--- config.mk ---
export PLATFORM = sky130hd
export DESIGN_NAME = genius_input_flat
export DESIGN_NICKNAME = d
export VERILOG_FILES = /design/src/rtl/genius_input_if.sv /design/src/rtl/genius_input.sv /design/src/flat_wrapper.sv
export SDC_FILE = /design/constraint.sdc
export NUM_CORES = 1
export LEC_CHECK = 0
export ABC_AREA = 1
export CAP_MARGIN = 30
export CORE_MARGIN = 1.5
export CORE_UTILIZATION = 64
export CTS_CLUSTER_SIZE = 30
export DETAILED_ROUTE_END_ITERATION = 7
export GPL_TIMING_DRIVEN = 0
export PLACE_DENSITY = 0.83
export SYNTH_ARGS = -nofsm -noshare
export SYNTH_HDL_FRONTEND = slang
export SYNTH_SLANG_ARGS = --single-unit
--- constraint.sdc ---
create_clock -name clock -period 4.9 [get_ports clock]
set_clock_uncertainty 0.15 [all_clocks]
set_input_delay 1.225 -clock clock [delete_from_list [all_inputs] [get_ports clock]]
set_output_delay 1.225 -clock clock [all_outputs]
set_load 0.1 [all_outputs]
--- src/rtl/genius_input_if.sv ---
// Bus between the button collector and its host: raw buttons, round control,
// the expected-symbol lookup and the press/round result outputs.
interface genius_input_if;
  logic       bt0;
  logic       bt1;
  logic       bt2;
  logic       start;
  logic [4:0] round_len;
  logic [1:0] exp_sym;
  logic [3:0] exp_idx;
  logic       busy;
  logic       press_valid;
  logic [1:0] press_sym;
  logic       round_ok;
  logic       round_fail;
  logic [1:0] fail_code;

  modport master (
    output bt0, bt1, bt2, start, round_len, exp_sym,
    input  exp_idx, busy, press_valid, press_sym, round_ok, round_fail, fail_code
  );

  modport slave (
    input  bt0, bt1, bt2, start, round_len, exp_sym,
    output exp_idx, busy, press_valid, press_sym, round_ok, round_fail, fail_code
  );
endinterface

--- src/rtl/genius_input.sv ---
// Button input collector: synchronises and debounces three push-buttons,
// turns debounced rising edges into press events and checks a round of
// presses against the expected sequence, reporting success, wrong symbol,
// timeout or multiple simultaneous buttons.
module genius_input #(
  parameter int DEBOUNCE_CYCLES = 4,
  parameter int TIMEOUT_CYCLES  = 1000
) (
  input  logic         clock,
  input  logic         reset,
  genius_input_if.slave bus
);

  localparam logic [7:0]  DEB_LAST = 8'(DEBOUNCE_CYCLES - 1);
  localparam logic [19:0] TO_LAST  = 20'(TIMEOUT_CYCLES - 1);

  typedef enum logic [1:0] {IDLE, WAIT, CHECK} state_t;

  logic [2:0]  raw;
  logic [2:0]  sync1;
  logic [2:0]  sync2;
  logic [2:0]  deb;
  logic [2:0]  deb_d;
  logic [7:0]  deb_cnt [3];
  logic [2:0]  rise;
  logic        press_evt;
  logic        multi;
  logic [1:0]  rise_sym;

  state_t      state;
  logic [3:0]  exp_idx_q;
  logic [4:0]  len_q;
  logic [19:0] tmo_cnt;
  logic [1:0]  cap_sym;
  logic        cap_multi;
  logic        press_valid_q;
  logic [1:0]  press_sym_q;
  logic        round_ok_q;
  logic        round_fail_q;
  logic [1:0]  fail_code_q;

  assign raw = {bus.bt2, bus.bt1, bus.bt0};

  // Two-flop synchroniser bringing the asynchronous buttons into the clock domain
  always_ff @(posedge clock) begin
    if (reset) begin
      sync1 <= '0;
      sync2 <= '0;
    end else begin
      sync1 <= raw;
      sync2 <= sync1;
    end
  end

  // Debounce: level follows the synchronised value after enough disagreeing cycles
  always_ff @(posedge clock) begin
    if (reset) begin
      deb   <= '0;
      deb_d <= '0;
      for (int i = 0; i < 3; i++) deb_cnt[i] <= '0;
    end else begin
      deb_d <= deb;
      for (int i = 0; i < 3; i++) begin
        if (sync2[i] == deb[i]) begin
          deb_cnt[i] <= '0;
        end else if (deb_cnt[i] == DEB_LAST) begin
          deb[i]     <= sync2[i];
          deb_cnt[i] <= '0;
        end else begin
          deb_cnt[i] <= deb_cnt[i] + 8'd1;
        end
      end
    end
  end

  // Press event detection on debounced rising edges, with symbol encoding
  always_comb begin
    rise      = deb & ~deb_d;
    press_evt = |rise;
    multi     = (rise[0] & rise[1]) | (rise[0] & rise[2]) | (rise[1] & rise[2]);
    rise_sym  = 2'b00;
    if (rise[2])      rise_sym = 2'b10;
    else if (rise[1]) rise_sym = 2'b01;
  end

  // Press outputs: pulse on every event, symbol only updated on single-button events
  always_ff @(posedge clock) begin
    if (reset) begin
      press_valid_q <= 1'b0;
      press_sym_q   <= 2'b00;
    end else begin
      press_valid_q <= press_evt;
      if (press_evt && !multi) press_sym_q <= rise_sym;
    end
  end

  // Round state machine: waits for presses, checks each against exp_sym
  always_ff @(posedge clock) begin
    if (reset) begin
      state        <= IDLE;
      exp_idx_q    <= '0;
      len_q        <= '0;
      tmo_cnt      <= '0;
      cap_sym      <= 2'b00;
      cap_multi    <= 1'b0;
      round_ok_q   <= 1'b0;
      round_fail_q <= 1'b0;
      fail_code_q  <= 2'b00;
    end else begin
      round_ok_q   <= 1'b0;
      round_fail_q <= 1'b0;
      case (state)
        IDLE: begin
          if (bus.start && (bus.round_len != 5'd0) && (bus.round_len <= 5'd16)) begin
            state       <= WAIT;
            exp_idx_q   <= '0;
            len_q       <= bus.round_len;
            tmo_cnt     <= '0;
            fail_code_q <= 2'b00;
          end
        end
        WAIT: begin
          if (press_evt) begin
            cap_sym   <= rise_sym;
            cap_multi <= multi;
            state     <= CHECK;
          end else if (tmo_cnt == TO_LAST) begin
            round_fail_q <= 1'b1;
            fail_code_q  <= 2'b10;
            state        <= IDLE;
          end else begin
            tmo_cnt <= tmo_cnt + 20'd1;
          end
        end
        CHECK: begin
          if (cap_multi) begin
            round_fail_q <= 1'b1;
            fail_code_q  <= 2'b11;
            state        <= IDLE;
          end else if (cap_sym != bus.exp_sym) begin
            round_fail_q <= 1'b1;
            fail_code_q  <= 2'b01;
            state        <= IDLE;
          end else if (({1'b0, exp_idx_q} + 5'd1) == len_q) begin
            round_ok_q <= 1'b1;
            state      <= IDLE;
          end else begin
            exp_idx_q <= exp_idx_q + 4'd1;
            tmo_cnt   <= '0;
            state     <= WAIT;
          end
        end
        default: state <= IDLE;
      endcase
    end
  end

  assign bus.exp_idx     = exp_idx_q;
  assign bus.busy        = (state != IDLE);
  assign bus.press_valid = press_valid_q;
  assign bus.press_sym   = press_sym_q;
  assign bus.round_ok    = round_ok_q;
  assign bus.round_fail  = round_fail_q;
  assign bus.fail_code   = fail_code_q;

endmodule

--- src/flat_wrapper.sv ---
// flat-port wrapper written by rule: the top's interface ports become plain ports
module genius_input_flat 
#(
  parameter int DEBOUNCE_CYCLES = 4,
  parameter int TIMEOUT_CYCLES  = 1000
)
  (clock, reset, bus_bt0, bus_bt1, bus_bt2, bus_start, bus_round_len, bus_exp_sym, bus_exp_idx, bus_busy, bus_press_valid, bus_press_sym, bus_round_ok, bus_round_fail, bus_fail_code);
  genius_input_if bus_i ();
  input  logic clock;
  input  logic reset;
  input wire logic [$bits(bus_i.bt0)-1:0] bus_bt0;
  input wire logic [$bits(bus_i.bt1)-1:0] bus_bt1;
  input wire logic [$bits(bus_i.bt2)-1:0] bus_bt2;
  input wire logic [$bits(bus_i.start)-1:0] bus_start;
  input wire logic [$bits(bus_i.round_len)-1:0] bus_round_len;
  input wire logic [$bits(bus_i.exp_sym)-1:0] bus_exp_sym;
  output wire logic [$bits(bus_i.exp_idx)-1:0] bus_exp_idx;
  output wire logic [$bits(bus_i.busy)-1:0] bus_busy;
  output wire logic [$bits(bus_i.press_valid)-1:0] bus_press_valid;
  output wire logic [$bits(bus_i.press_sym)-1:0] bus_press_sym;
  output wire logic [$bits(bus_i.round_ok)-1:0] bus_round_ok;
  output wire logic [$bits(bus_i.round_fail)-1:0] bus_round_fail;
  output wire logic [$bits(bus_i.fail_code)-1:0] bus_fail_code;
  assign bus_i.bt0 = bus_bt0;
  assign bus_i.bt1 = bus_bt1;
  assign bus_i.bt2 = bus_bt2;
  assign bus_i.start = bus_start;
  assign bus_i.round_len = bus_round_len;
  assign bus_i.exp_sym = bus_exp_sym;
  assign bus_exp_idx = bus_i.exp_idx;
  assign bus_busy = bus_i.busy;
  assign bus_press_valid = bus_i.press_valid;
  assign bus_press_sym = bus_i.press_sym;
  assign bus_round_ok = bus_i.round_ok;
  assign bus_round_fail = bus_i.round_fail;
  assign bus_fail_code = bus_i.fail_code;
  genius_input #(.DEBOUNCE_CYCLES(DEBOUNCE_CYCLES), .TIMEOUT_CYCLES(TIMEOUT_CYCLES)) u_core (.clock(clock), .reset(reset), .bus(bus_i));
endmodule
* Yosys cells after proc, flatten, opt, wreduce, memory -nomap -nowiden
Memory sizes are Yosys's and may differ from the RTL's. Cells that the tools add are included.
Operators by class: order comparisons 1, bitwise logic cells 20, equality and inequality tests 20, reductions and logical operators 20, add/subtract/negate cells 6, mux-type cells 77
Operator list (number):
- $mux 20 | 6
- $mux 8 | 9
- $pmux 20 s3 | 1
- $mux 1 | 42
- $add 8x1->8 const B | 3
- $eq 8x2->1 const B | 3
- $mux 2 | 11
- $add 20x1->20 const B | 1
- $eq 20x10->1 const B | 1
- $mux 4 | 4
- $pmux 2 s3 | 2
- $reduce_and 2->1 | 6
- $or 1x1->1 | 11
- $ne 2x2->1 const B | 5
- $reduce_and 5->1 | 2
- $pmux 4 s2 | 1
- $reduce_and 7->1 | 1
- $ne 3x1->1 const B | 2
- $add 4x1->5 const B | 1
- $eq 5x5->1 | 1
- $le 5x5->1 const B | 1
- $reduce_bool 5->1 | 1
- $add 4x1->4 const B | 1
- $ne 2x1->1 const B | 2
- other kinds (16) | 26
Word-level totals: logic and storage cells 162, RAM bits 24, register bits 53, memories kept 1
Memory list:
- u_core.deb_cnt | depth 3, bits a word 8, read ports 3, clocked after Yosys merged registers in 0, wr ports 3, line genius_input.sv:24 | logic [7:0] deb_cnt [3];

* Logic depth before layout (Yosys ltp)
An unclocked memory read counts as a cell.
depth in word-level cells 8, depth in mapped cells 13, depth with buffers taken out 13

* Least setup slack after synthesis
Ideal clock, no wire load.
path kind reg2out, start register u_core.state[0], end output bus_busy, data arrival time 1263 ps, path buffers 0, data required time 3525 ps, stages on the path, launching flop included 4, path slack 2262 ps, path through dfxtp_1 -> inv_1 -> ha_1 -> inv_1
On the way: word-level cells in the longest chain between the ends 1
Ends and longest elaborated chain:
- start: declaration | line genius_input.sv:30 | state_t state;
- start signal: assignment | line genius_input.sv:100 | state <= IDLE;
- start signal: assignment | line genius_input.sv:115 | state <= WAIT;
- start signal: assignment | line genius_input.sv:126 | state <= CHECK;
- $reduce_bool 2->1 | line genius_input.sv:159 | assign bus.busy = (state != IDLE);
- end: declaration | line flat_wrapper.sv:18 | output wire logic [$bits(bus_i.busy)-1:0] bus_busy;
Every way passes these cells.

* Worst setup path in the final report
Ends and elaborated chain as after synthesis.

==> impl_metrics.yaml <==
route:
  vias_per_cell: 5.28
  ant_nets: 0
  first_iter_violations: 228
  drt_pass1_iterations: 5
  finalWirelength_um: 9040
  wl_per_cell_um: 12.3
  drcViolationCount: 0
  vias: 3865
synthesis:
  yosys_warnings: 0
  synth_top_area_cell: "dfxtp_1"
  synth_top_area_share_pct: 24.8
  netlist_area_um2: 4270
  synthArstFlopShare_pct: 0
  yosys_most_used_dff: "dfxtp_1"
  synth_edf_count: 24
  yosysMostFrequentCell: "nand2_1"
  ys_ff_latch: 77
  yosysUniqueCellTypes: 36
  syn_inst: 593
  yosysSeqAreaShare_pct: 41.7
  synthTopCellsByArea: "dfxtp_1 (25%), edfxtp_1 (17%), nand2_1 (11%)"
  synth.avg_cell_area_um2: 7.21
  synth_common_cells: "nand2_1 (127), inv_1 (85), nor2_1 (79), dfxtp_1 (53), nand3_1 (43)"
run:
  cap_viol_max_count: 0
critical_path:
  cpMaxStageDelayCell: "clkdlybuf4s50_1"
  path_cells: "inv_1 > ha_1 > inv_1 > clkdlybuf4s50_1"
  worstSetupPathType: "reg2out"
  cp_max_fo: 4
  start_kind: "flop"
  reg2reg_from: "u_core.bus.exp_idx[0]"
  crit_path_frequent_cell: "inv_1"
  critical_path.top_delay_family: "buffers and inverters"
  rrSetupSlack_ps: 2700
  timing.rr.end: "u_core.bus.exp_idx[2]"
  r2r_cells: 12
  crit_required_ps: 3520
  slowest_delay_ps: 1140
  path_buf_inv: 3
  critPathArrivalTime_ps: 2310
  cp-end-kind: "output port"
worst_hold_path:
  holdPathEnd: "u_core.sync2[2]"
  holdPathStages: 2
  hold_start: "u_core.sync1[2]"
  hold_class: "reg2reg"
run_status:
  status: "complete, no violations"
place:
  portBuffers: 23
  dp_cells: 716
  gp_congestion: 0.945
  dp_hpwl_um: 6510
global_route:
  antenna_found_initial: 0
  grt_overflow_total: 0
  grtUsageTotal_pct: 26.8
  grt_pass1_wl_um: 15700
  grt_pass1_vias: 3598
  grt_max_degree: 14
timing:
  hold_viol_final: 0
  whs_ps: 257
  period_share_pct: 75.2
  rsz0062_at_grt: "no"
  setup_tns_ps: 0
  setup_viol: 0
  report.final.slew_viol_count: 0
  clock.fmax_mhz: 271
  max_slew.worst_pin.slew_ps: 1000
  period_needed_ps: 3690
  relSlewSlack_pct: 33.0
clocking:
  clk_latency_ps: 360
  cts.sinks: 77
  root_buffer: "clkbuf_8"
  cts_hold_buf: 0
  tritoncts: "built"
  post_cts_resized: 0
  cts_setup_buffers: 0
  cts.clk_slew.worst_paths_ps: 80
  cts_made_buffers: 9
  clock_path_buffers: 2
  cts_htree_levels: 3
pwr:
  p_seq_share_pct: 45.0
  p_comb_share_pct: 24.7
  vdd_drop_max_mv: 0.280
  clkPwrFrac_pct: 30.3
  power_switching_share_pct: 34.8
  cellLeakagePower_nw: 2.15
  p_int_mw: 1.11
  powerDensity_nw_per_um2: 346
  p_sw_mw: 0.590
die:
  dieArea_um2: 7180
  core_um2: 6390
  row_count: 29
  io_pins: 25
  die_w_um: 84.7
  start_util_pct: 66.9
  die_y_um: 84.7
cells_and_area:
  n_fill_cell: 496
  drive_above_1_share_pct: 11.6
  n_antenna_cell: 0
  utilization_pct: 76.7
  area_growth_pct: 14.6
  fin_nets: 672
  final_cells: 732
[worst max path at each step]
stage,startpoint,cells after the start,end
final,u_core.state[0],4,bus_busy
after global routing,u_core.state[0],4,bus_busy
after CTS,u_core.state[0],4,bus_busy
after detailed placement,u_core.state[0],4,bus_busy
after global placement,u_core.state[0],4,bus_busy
after floorplan,u_core.state[0],3,bus_busy
[final cells by class]
class / count / area, um2 / share of cell area [%]
multi-input cells: 437 / 2170 / 44.4
inverters: 90 / 338 / 6.90
clock buffers: 12 / 155 / 3.17
plain buffers: 12 / 67.6 / 1.38
flip-flops and latches: 77 / 1780 / 36.4
clock inverters: 4 / 55.1 / 1.12
well taps: 77 / 96.3 / 1.97
repair buffers: 23 / 230 / 4.70
[worst min-delay path: stages (launching register included)]
cell and delay (ps):
dfxtp_1 300, inv_1 40, nor2_1 30
[cells in the final DEF, fill, tap and decap left out, types with 16 or more instances in the layout]
master / count
nor2_1: 79
o21ai_0: 20
nand3_1: 43
conb_1: 24
a21oi_1: 37
nand4_1: 16
dfxtp_1: 53
edfxtp_1: 24
nor2_2: 24
nand2_1: 127
clkdlybuf4s50_1: 23
inv_1: 85
[power groups by stage]
stage	Clock, mW	Sequential [mW]	Combinational [mW]
2_1_floorplan	0	0.828	0.261
3_3_place_gp	0	0.773	0.399
3_5_place_dp	0	0.776	0.411
4_1_cts	0.515	0.762	0.416
5_1_grt	0.538	0.772	0.462
6_report	0.513	0.763	0.419
[per-stage QoR]
step	total power [mW]	setup slack (ps)	cell area (um2)
6_report	1.70	1210	4900
3_3_place_gp	1.17	1620	4690
4_1_cts	1.69	1200	4900
5_1_grt	1.77	1100	4900
3_5_place_dp	1.19	1610	4690
2_1_floorplan	1.09	2260	4360
[routing by layer]
metal	part of all wire, %	routed length, um	global-route usage (%)	up-vias
met5	0	0	0	-
met4	1.7	154	10.1	0
met3	4.3	393	3.64	17
met2	48	4320	46.0	102
met1	46	4170	34.6	1759
li1	-	-	-	1987
[registers in the layout, indices dropped and copies added (netlist names), 2 cells and up]
| name | count |
|---|---|
| u_core.deb_cnt | 24 |
| u_core.bus.press_sym | 2 |
| u_core.deb | 3 |
| u_core.bus.exp_idx | 4 |
| u_core.cap_sym | 2 |
| u_core.tmo_cnt | 20 |
| u_core.sync2 | 3 |
| u_core.sync1 | 3 |
| u_core.deb_d | 3 |
| u_core.len_q | 5 |
| u_core.state | 2 |
| u_core.bus.fail_code | 2 |
[logic make-up (layout without fill, tap and decap cells)]
group                      after synthesis  count (layout)  synth area share (%)
DFF                                     77              77                  41.7
other                                    1              24                0.0878
buffers and inverters                  102             141                  9.49
and+or+nand+nor                        333             333                  36.7
adders and majority gates                9               9                  2.64
xor gates and xnor gates                 7               7                  1.43
AOI/OAI and AO/OA                       64              64                  7.91
Power figures use the tool's default switching activity.
